## config.mk

```make
export PLATFORM = sky130hd
export DESIGN_NAME = cmb_evt_queue_flat
export DESIGN_NICKNAME = d
export VERILOG_FILES = /design/src/rtl/cmb_evt_queue_if.sv /design/src/rtl/cmb_evt_queue.sv /design/src/flat_wrapper.sv
export SDC_FILE = /design/constraint.sdc
export NUM_CORES = 1
export LEC_CHECK = 0
export ABC_CLOCK_PERIOD_IN_PS = 2700
export CORE_MARGIN = 8
export CORE_UTILIZATION = 50
export DETAILED_ROUTE_END_ITERATION = 10
export PLACE_DENSITY = 0.79
export SLEW_MARGIN = 25
export SYNTH_ARGS = -nofsm -noshare
export SYNTH_HDL_FRONTEND = slang
export SYNTH_SLANG_ARGS = --single-unit
```

## constraint.sdc

```tcl
create_clock -name clk -period 2.7 [get_ports clk]
set_clock_uncertainty 0.05 [all_clocks]
set_input_delay 0.54 -clock clk [delete_from_list [all_inputs] [get_ports clk]]
set_output_delay 0.54 -clock clk [all_outputs]
set_load 0.05 [all_outputs]
```

## src/rtl/cmb_evt_queue_if.sv

```systemverilog
// cmb_evt_queue_if: sample inputs, clear, and consumer handshake
// of the event queue, bundled with master/slave views.
interface cmb_evt_queue_if #(
  parameter int TSW = 8
);
  logic           en;
  logic [3:0]     evt_in;
  logic           clr;
  logic           out_ready;
  logic           out_valid;
  logic [3:0]     out_mask;
  logic [TSW-1:0] out_time;
  logic           overflow;
  logic [7:0]     drop_cnt;

  modport master (
    output en,
    output evt_in,
    output clr,
    output out_ready,
    input  out_valid,
    input  out_mask,
    input  out_time,
    input  overflow,
    input  drop_cnt
  );

  modport slave (
    input  en,
    input  evt_in,
    input  clr,
    input  out_ready,
    output out_valid,
    output out_mask,
    output out_time,
    output overflow,
    output drop_cnt
  );
endinterface

```

## src/rtl/cmb_evt_queue.sv

```systemverilog
// cmb_evt_queue: rising-edge capture of cmb outputs, timestamped
// into a show-ahead FIFO with sticky overflow and drop counter.
module cmb_evt_queue #(
  parameter int DEPTH = 4,
  parameter int TSW   = 8
) (
  input logic          clk,
  input logic          rst,
  cmb_evt_queue_if.slave q
);
  localparam int AW = $clog2(DEPTH);

  logic [3:0]     prev_q, prev_d;
  logic [TSW-1:0] ts_q, ts_d;
  logic [AW:0]    wptr_q, wptr_d;
  logic [AW:0]    rptr_q, rptr_d;
  logic           overflow_q, overflow_d;
  logic [7:0]     drop_cnt_q, drop_cnt_d;

  logic [3:0]     mask_mem_q [DEPTH];
  logic [3:0]     mask_mem_d [DEPTH];
  logic [TSW-1:0] time_mem_q [DEPTH];
  logic [TSW-1:0] time_mem_d [DEPTH];

  logic [3:0]     rise;
  logic           empty;
  logic           full;
  logic           push;
  logic           pop;
  logic           wr_en;
  logic           drop;
  logic [AW-1:0]  wr_idx;
  logic [AW-1:0]  rd_idx;

  assign wr_idx = wptr_q[AW-1:0];
  assign rd_idx = rptr_q[AW-1:0];

  // Edge detect, timestamp, occupancy and push/pop/drop decisions.
  always_comb begin
    rise   = q.en ? (q.evt_in & ~prev_q) : 4'b0000;
    prev_d = q.en ? q.evt_in : prev_q;
    ts_d   = ts_q + {{(TSW-1){1'b0}}, 1'b1};
    empty  = (wptr_q == rptr_q);
    full   = (wptr_q[AW] != rptr_q[AW]) &&
             (wptr_q[AW-1:0] == rptr_q[AW-1:0]);
    push   = |rise;
    pop    = ~empty & q.out_ready;
    wr_en  = push & (~full | pop);
    drop   = push & full & ~pop;
    wptr_d = wptr_q + {{AW{1'b0}}, wr_en};
    rptr_d = rptr_q + {{AW{1'b0}}, pop};
  end

  // Overflow/drop bookkeeping; a drop in the clear cycle survives it.
  always_comb begin
    overflow_d = overflow_q | drop;
    drop_cnt_d = drop_cnt_q;
    if (q.clr) begin
      overflow_d = drop;
      drop_cnt_d = drop ? 8'd1 : 8'd0;
    end else if (drop && drop_cnt_q != 8'hff) begin
      drop_cnt_d = drop_cnt_q + 8'd1;
    end
  end

  // Storage write of the new {rise, ts} entry at the tail.
  always_comb begin
    mask_mem_d = mask_mem_q;
    time_mem_d = time_mem_q;
    if (wr_en) begin
      mask_mem_d[wr_idx] = rise;
      time_mem_d[wr_idx] = ts_q;
    end
  end

  // State registers; reset empties the queue without a clock edge.
  always_ff @(posedge clk or posedge rst) begin
    if (rst) begin
      prev_q     <= '0;
      ts_q       <= '0;
      wptr_q     <= '0;
      rptr_q     <= '0;
      overflow_q <= 1'b0;
      drop_cnt_q <= '0;
      for (int i = 0; i < DEPTH; i++) begin
        mask_mem_q[i] <= '0;
        time_mem_q[i] <= '0;
      end
    end else begin
      prev_q     <= prev_d;
      ts_q       <= ts_d;
      wptr_q     <= wptr_d;
      rptr_q     <= rptr_d;
      overflow_q <= overflow_d;
      drop_cnt_q <= drop_cnt_d;
      mask_mem_q <= mask_mem_d;
      time_mem_q <= time_mem_d;
    end
  end

  assign q.out_valid = ~empty;
  assign q.out_mask  = empty ? 4'b0000 : mask_mem_q[rd_idx];
  assign q.out_time  = empty ? '0 : time_mem_q[rd_idx];
  assign q.overflow  = overflow_q;
  assign q.drop_cnt  = drop_cnt_q;
endmodule

```

## src/flat_wrapper.sv

```systemverilog
// flat-port wrapper written by rule: the top's interface ports become plain ports
module cmb_evt_queue_flat 
#(
  parameter int DEPTH = 4,
  parameter int TSW   = 8
)
  (clk, rst, q_en, q_evt_in, q_clr, q_out_ready, q_out_valid, q_out_mask, q_out_time, q_overflow, q_drop_cnt);
  cmb_evt_queue_if #(.TSW(TSW)) q_i ();
  input logic clk;
  input logic rst;
  input wire logic [$bits(q_i.en)-1:0] q_en;
  input wire logic [$bits(q_i.evt_in)-1:0] q_evt_in;
  input wire logic [$bits(q_i.clr)-1:0] q_clr;
  input wire logic [$bits(q_i.out_ready)-1:0] q_out_ready;
  output wire logic [$bits(q_i.out_valid)-1:0] q_out_valid;
  output wire logic [$bits(q_i.out_mask)-1:0] q_out_mask;
  output wire logic [$bits(q_i.out_time)-1:0] q_out_time;
  output wire logic [$bits(q_i.overflow)-1:0] q_overflow;
  output wire logic [$bits(q_i.drop_cnt)-1:0] q_drop_cnt;
  assign q_i.en = q_en;
  assign q_i.evt_in = q_evt_in;
  assign q_i.clr = q_clr;
  assign q_i.out_ready = q_out_ready;
  assign q_out_valid = q_i.out_valid;
  assign q_out_mask = q_i.out_mask;
  assign q_out_time = q_i.out_time;
  assign q_overflow = q_i.overflow;
  assign q_drop_cnt = q_i.drop_cnt;
  cmb_evt_queue #(.DEPTH(DEPTH), .TSW(TSW)) u_core (.clk(clk), .rst(rst), .q(q_i));
endmodule
```

=== Yosys cells after proc, flatten, opt, wreduce, memory -nomap -nowiden ===
Cells that the tools add are included.

* Bitwise logic cells: 13
* Add/subtract/negate cells: 4
* $lt $le $gt $ge: 3
* Equal/unequal tests: 4
* Multiplexer cells: 19
* Reductions and logical operators: 5

{| class="wikitable"
|+ Operators by type and width
! kind !! number
|-
| $mux 8 || 6
|-
| $bwmux 32 || 1
|-
| $mux 4 || 5
|-
| $add 8x1->8 const B || 2
|-
| $bmux 8 s2 || 1
|-
| $bwmux 16 || 1
|-
| $demux 8 s2 || 1
|-
| $bmux 4 s2 || 1
|-
| $demux 4 s2 || 1
|-
| $ne 8x8->1 const B || 1
|-
| $add 3x1->3 || 2
|-
| $ge 3x3->1 const B || 2
|-
| $not 2->3 || 2
|-
| $and 1x1->1 || 4
|-
| $and 4x4->4 || 1
|-
| $not 4->4 || 1
|-
| $reduce_or 4->1 || 1
|-
| $eq 3x3->1 || 1
|-
| $logic_and 1x1->1 || 3
|-
| $lt 3x1->1 const B || 1
|-
| $not 1->1 || 3
|-
| $eq 2x2->1 || 1
|-
| $mux 1 || 2
|-
| $or 1x1->1 || 2
|-
| 2 further kinds || 2
|}

* Input bits: 9
* Output and inout port bits: 22
* Logic and storage cells: 62
* Register bits: 75

=== Logic depth before layout (Yosys ltp) ===
* Word-level depth: 9
* Gate-level depth with buffers: 7
* Mapped depth without buffers: 6

=== Worst setup path before layout ===
Ideal clock, no wire load.

* Path kind: register -> output
* Start: reg u_core.rptr_q[1]
* End: out q_out_time[2]
* Data required time: 2.110 ns
* Data arrival time: 1.897 ns
* Path buffers: 1
* Cell stages (with the launch flop): 4
* Path slack: 0.213 ns
* Cells stage by stage: dfrtp_1 -> buf_1 -> mux4_2 -> nor2b_1

* Word-level cells in the longest chain between the ends: 5
* Elaborated cells between the ends (all ways): 6
* Those cells by class: eq/ne: 1; mux: 4; bitwise: 1

{| class="wikitable"
|+ RTL lines
! element !! line !! text
|-
| from (decl) || cmb_evt_queue.sv:16 || <nowiki>logic [AW:0] rptr_q, rptr_d;</nowiki>
|-
| from (signal assigned) || cmb_evt_queue.sv:93 || <nowiki>rptr_q <= rptr_d;</nowiki>
|-
| $not 2->3 (not written as such) || cmb_evt_queue.sv:103 || <nowiki>assign q.out_time = empty ? '0 : time_mem_q[rd_idx];</nowiki>
|-
| $bmux 8 s2 || cmb_evt_queue.sv:103 ||
|-
| $mux 8 (not written as such) (2 in a row) || cmb_evt_queue.sv:103 ||
|-
| $mux 8 (*) || cmb_evt_queue.sv:103 ||
|-
| to (decl) || flat_wrapper.sv:17 || <nowiki>output wire logic [$bits(q_i.out_time)-1:0] q_out_time;</nowiki>
|}

Mark *: on every way between the ends. The rest lies on a longest branch, timed or not. The select of a mux whose other input is x is not followed.

=== Worst setup path in the final report ===
* Start: reg u_core.wptr_q[0]
* End: out q_out_mask[1]

* Word-level cells in the longest chain between the ends: 2

{| class="wikitable"
|+ RTL lines
! element !! line !! text
|-
| from (decl) || cmb_evt_queue.sv:15 || <nowiki>logic [AW:0] wptr_q, wptr_d;</nowiki>
|-
| from (signal assigned) || cmb_evt_queue.sv:92 || <nowiki>wptr_q <= wptr_d;</nowiki>
|-
| $eq 3x3->1 || cmb_evt_queue.sv:43 || <nowiki>empty = (wptr_q == rptr_q);</nowiki>
|-
| $mux 4 || cmb_evt_queue.sv:102 || <nowiki>assign q.out_mask = empty ? 4'b0000 : mask_mem_q[rd_idx];</nowiki>
|-
| to (decl) || flat_wrapper.sv:16 || <nowiki>output wire logic [$bits(q_i.out_mask)-1:0] q_out_mask;</nowiki>
|}

No other way between the ends.

==> flow_summary.yaml <==
status:
  outcome: "finished clean"
critical_path:
  timing.critical_path.slowest_stage_cell: "sky130_fd_sc_hd__dfrtp_1"
  cp.required_ns: 2.11
  critical_path_arrival_ns: 1.96
  slowest_delay_ns: 0.54
  start_kind: "register"
  cpMostUsedCell: "sky130_fd_sc_hd__buf_4"
  crit_chain: "xor2_1 > nor3b_2 > buf_4 > nor2b_1 > buf_4"
  end_kind: "output pin"
  r2r_slack_ns: 0.33
  cp_max_fo: 13
  timing.setup.critical_path_class: "reg -> out"
grt:
  grt_first_pass_wirelength_um: 11200
  grt_start_max_net_pins: 76
  grt_antenna_before_repair: 0
  overflow: 0
  gr_usage_total_pct: 14.1
  first_global_vias: 2181
place:
  place_ws_ns: 0.0603
  post-dp-hpwl_um: 4530
  place.port_buffers: 30
  place_congestion: 0.811
detailed_routing:
  route.top_layer_used: "met4"
  route.antenna.remaining_nets: 0
  vias: 2122
  routedLengthMet1_um: 3320
  detailed_route_wirelength_on_metal3_um: 231
  vias_per_cell: 5.35
  drt_first_pass_iters: 4
  wl_per_cell_um: 17.0
  post-route-drc-count: 0
  met2_wl_post_dr_um: 3110
  wirelength_um: 6730
  drt_iter0_drc: 104
die:
  chip_height_um: 102
  initial_standard_cell_utilization_of_the_core_pct: 51.3
  core.rowCount: 31
  die_area_um2: 10400
  die_x_um: 102
  core_um2: 7180
  io_pins: 31
logic_synthesis:
  synthDominantCellAreaShare_pct: 51.0
  synth_top_cells_by_area: "sky130_fd_sc_hd__dfrtp_1, sky130_fd_sc_hd__mux2_4, sky130_fd_sc_hd__mux4_2"
  synthesis.area_per_instance_um2: 14.6
  syn-instance-count: 252
  ys_seq_area_share_pct: 51.0
  synth_seq_cells: 75
  ys.warnings.count: 0
  netlist.top_cell.by_area: "sky130_fd_sc_hd__dfrtp_1"
  synth_cell_type_count: 36
  synth_fp_nets: 267
  mappedNetlistArea_um2: 3680
cts:
  post_cts_hold_buffer_count: 0
  clock_tree.buffer_depth: 2
  cts_resized: 0
  worst_skew_pair.late_latency_ns: 0.34
  tritoncts_buffer_count: 9
  cts.sinks: 75
  cts.reportedPaths.clkPinSlew_ns: 0.08
  cts_max_level: 3
  post_cts.repair.setup_buffers: 0
  tritoncts_clock_tree: "built"
  cts.root.buffer_cell: "sky130_fd_sc_hd__clkbuf_8"
finish:
  fraction_of_final_layout_cells_with_drive_strength_greater_than_1_pct: 36.2
  ff_latch_area_um2: 1880
  syn2layout_area_growth_pct: 17.9
  nFillCells: 563
  diodes: 0
  num-nets-final: 308
  multi_input_area_um2: 1720
power:
  power_per_cell_area_nw_per_um2: 1130
  worst_ir_drop_vdd_v: 0.000719
  p_leak_nw: 1.94
sta:
  period_needed_ns: 2.55
  setup_viol_count_final: 0
  unrepaired_setup_endpoints_after_global_routing: "no"
  setup_ws_ns: 0.146
  final_hold_viol_count: 0
  final_max_slew_viol_count: 0
  finalCritPeriodShare_pct: 94.6
  tightestPinTransition_ns: 0.528
  max_clock_freq_mhz: 391
  totalNegativeSetupSlack_ns: 0
  timing.max_slew.rel_slack_pct: 64.7
job:
  drv_cap: 0
worst_hold_path:
  worst_hold_path_type: "reg -> reg"
==> logic make-up after synthesis <==
| kind of cell | Yosys count | share of synthesized area, % |
|---|---|---|
| multiplexers | 69 | 27.8 |
| AND/OR/NAND/NOR | 64 | 12.0 |
| adder cells (fa/ha/maj) | 6 | 2.04 |
| AO/OA/AOI/OAI | 9 | 1.90 |
| buffers and inverters | 18 | 2.68 |
| flip-flops | 75 | 51.0 |
| XOR/XNOR | 11 | 2.62 |
==> stage by stage <==
stage	util [%]	instance area (um^2)	power (mW)	std cells	hold WS, ns
after floorplan	-	3680	3.47	252	0.403
after global placement	57.8	4140	4.07	381	0.414
after detailed placement	57.8	4140	4.11	381	0.423
after CTS	60.4	4340	4.95	397	0.441
after global routing	60.5	4340	5.17	397	0.454
final	60.5	4340	4.91	397	0.437
==> registers in the layout, summed over array words and instances (netlist names) <==
register           count
u_core.wptr_q          3
u_core.q.overflow      1
u_core.ts_q            8
u_core.time_mem_q     32
u_core.mask_mem_q     16
u_core.rptr_q          3
u_core.q.drop_cnt      8
u_core.prev_q          4
==> final timing paths <==
check	startpoint	endpoint	cells after the start
max in group asynchronous	rst	u_core.prev_q[1]$_DFFE_PP0P_	3
max	u_core.wptr_q[0]$_DFF_PP0_	q_out_mask[1]	5
min reg2reg	u_core.mask_mem_q[12]$_DFFE_PP0P_	u_core.mask_mem_q[12]$_DFFE_PP0P_	1
max reg2reg	u_core.wptr_q[1]$_DFF_PP0_	u_core.q.drop_cnt[3]$_DFFE_PP0P_	4
min	u_core.mask_mem_q[12]$_DFFE_PP0P_	u_core.mask_mem_q[12]$_DFFE_PP0P_	1
min in group asynchronous	rst	u_core.q.overflow$_DFF_PP0_	3
==> layout make-up <==
| type | instances | area share [%] |
|---|---|---|
| clock buffer | 9 | 2.85 |
| clock inverter | 7 | 1.58 |
| inverter | 6 | 0.518 |
| multi-input combinational | 159 | 39.6 |
| sequential | 75 | 43.2 |
| tap | 99 | 2.85 |
| timing repair buffer | 42 | 9.39 |
==> metal layers <==
layer	global-route usage (%)	vias to the layer above
met4	6.43	0
met5	0	-
met2	21.2	40
met1	19.0	1080
li1	-	998
met3	3.07	4
==> power breakdown <==
part | internal, mW | switching, mW
registers | 1.46 | 0.226
clock network | 0.423 | 0.409
logic | 1.09 | 1.29
total | 2.98 | 1.92
==> layout by cell type, fill, tap and decap left out, types with 2 or more instances in the layout <==
master                            synthesis  layout
sky130_fd_sc_hd__dfrtp_1                 75      75
sky130_fd_sc_hd__buf_4                    0      21
sky130_fd_sc_hd__buf_12                   0       4
sky130_fd_sc_hd__and3_1                   2       2
sky130_fd_sc_hd__nand2b_1                 4       4
sky130_fd_sc_hd__mux2_4                  30      30
sky130_fd_sc_hd__clkinvlp_4               0       2
sky130_fd_sc_hd__xnor2_1                  5       5
sky130_fd_sc_hd__a311oi_1                 2       2
sky130_fd_sc_hd__mux2_2                  17      17
sky130_fd_sc_hd__nor2_1                  11      11
sky130_fd_sc_hd__nor4_4                   2       2
sky130_fd_sc_hd__clkbuf_8                 0       9
sky130_fd_sc_hd__mux4_2                  12      12
sky130_fd_sc_hd__nor4_1                   5       5
sky130_fd_sc_hd__nor2b_1                 19      19
sky130_fd_sc_hd__and4_1                   3       3
sky130_fd_sc_hd__inv_1                    6       5
sky130_fd_sc_hd__clkinv_2                 0       3
sky130_fd_sc_hd__ha_1                     6       6
sky130_fd_sc_hd__nand3_1                  6       6
sky130_fd_sc_hd__nand4_1                  5       5
sky130_fd_sc_hd__mux2_1                  10      10
sky130_fd_sc_hd__xor2_1                   6       5
sky130_fd_sc_hd__clkdlybuf4s50_1          0      17
sky130_fd_sc_hd__nor4b_4                  2       2
==> Yosys cell counts <==
| cell | instances |
|---|---|
| sky130_fd_sc_hd__and2_1 | 1 |
| sky130_fd_sc_hd__nor3b_1 | 1 |
| sky130_fd_sc_hd__mux2_4 | 30 |
| sky130_fd_sc_hd__nor3_2 | 1 |
| sky130_fd_sc_hd__nand4_1 | 5 |
| sky130_fd_sc_hd__nor2_1 | 11 |
| sky130_fd_sc_hd__nor4_4 | 2 |
| sky130_fd_sc_hd__nor2b_1 | 19 |
| sky130_fd_sc_hd__a211o_1 | 1 |
| sky130_fd_sc_hd__buf_2 | 1 |
| sky130_fd_sc_hd__or4_1 | 1 |
| sky130_fd_sc_hd__a41oi_1 | 1 |
| sky130_fd_sc_hd__a31oi_1 | 1 |
| sky130_fd_sc_hd__and4_1 | 3 |
| sky130_fd_sc_hd__buf_1 | 3 |
| sky130_fd_sc_hd__a41o_1 | 1 |
| sky130_fd_sc_hd__o22ai_1 | 1 |
| sky130_fd_sc_hd__mux2_1 | 10 |
| sky130_fd_sc_hd__xor2_1 | 6 |
| sky130_fd_sc_hd__nand3_1 | 6 |
| sky130_fd_sc_hd__a21oi_1 | 1 |
| sky130_fd_sc_hd__mux4_2 | 12 |
| sky130_fd_sc_hd__o31ai_1 | 1 |
| sky130_fd_sc_hd__nor4b_4 | 2 |
| sky130_fd_sc_hd__inv_1 | 6 |
| sky130_fd_sc_hd__xnor2_1 | 5 |
| sky130_fd_sc_hd__nor4_1 | 5 |
| sky130_fd_sc_hd__buf_6 | 4 |
| sky130_fd_sc_hd__a311oi_1 | 2 |
| sky130_fd_sc_hd__mux2_2 | 17 |
| sky130_fd_sc_hd__ha_1 | 6 |
| sky130_fd_sc_hd__nand2_1 | 1 |
| sky130_fd_sc_hd__and3_1 | 2 |
| sky130_fd_sc_hd__clkbuf_1 | 4 |
| sky130_fd_sc_hd__nand2b_1 | 4 |
| sky130_fd_sc_hd__dfrtp_1 | 75 |
==> worst max-delay path, delay by kind of cell, from the launching register on <==
family,cells,cell delay [ns]
DFF,1,0.54
buffers and inverters,2,0.42
xor gates and xnor gates,1,0.39
and+or+nand+nor,2,0.27
Note: power is estimated with default switching activity, not from simulation.
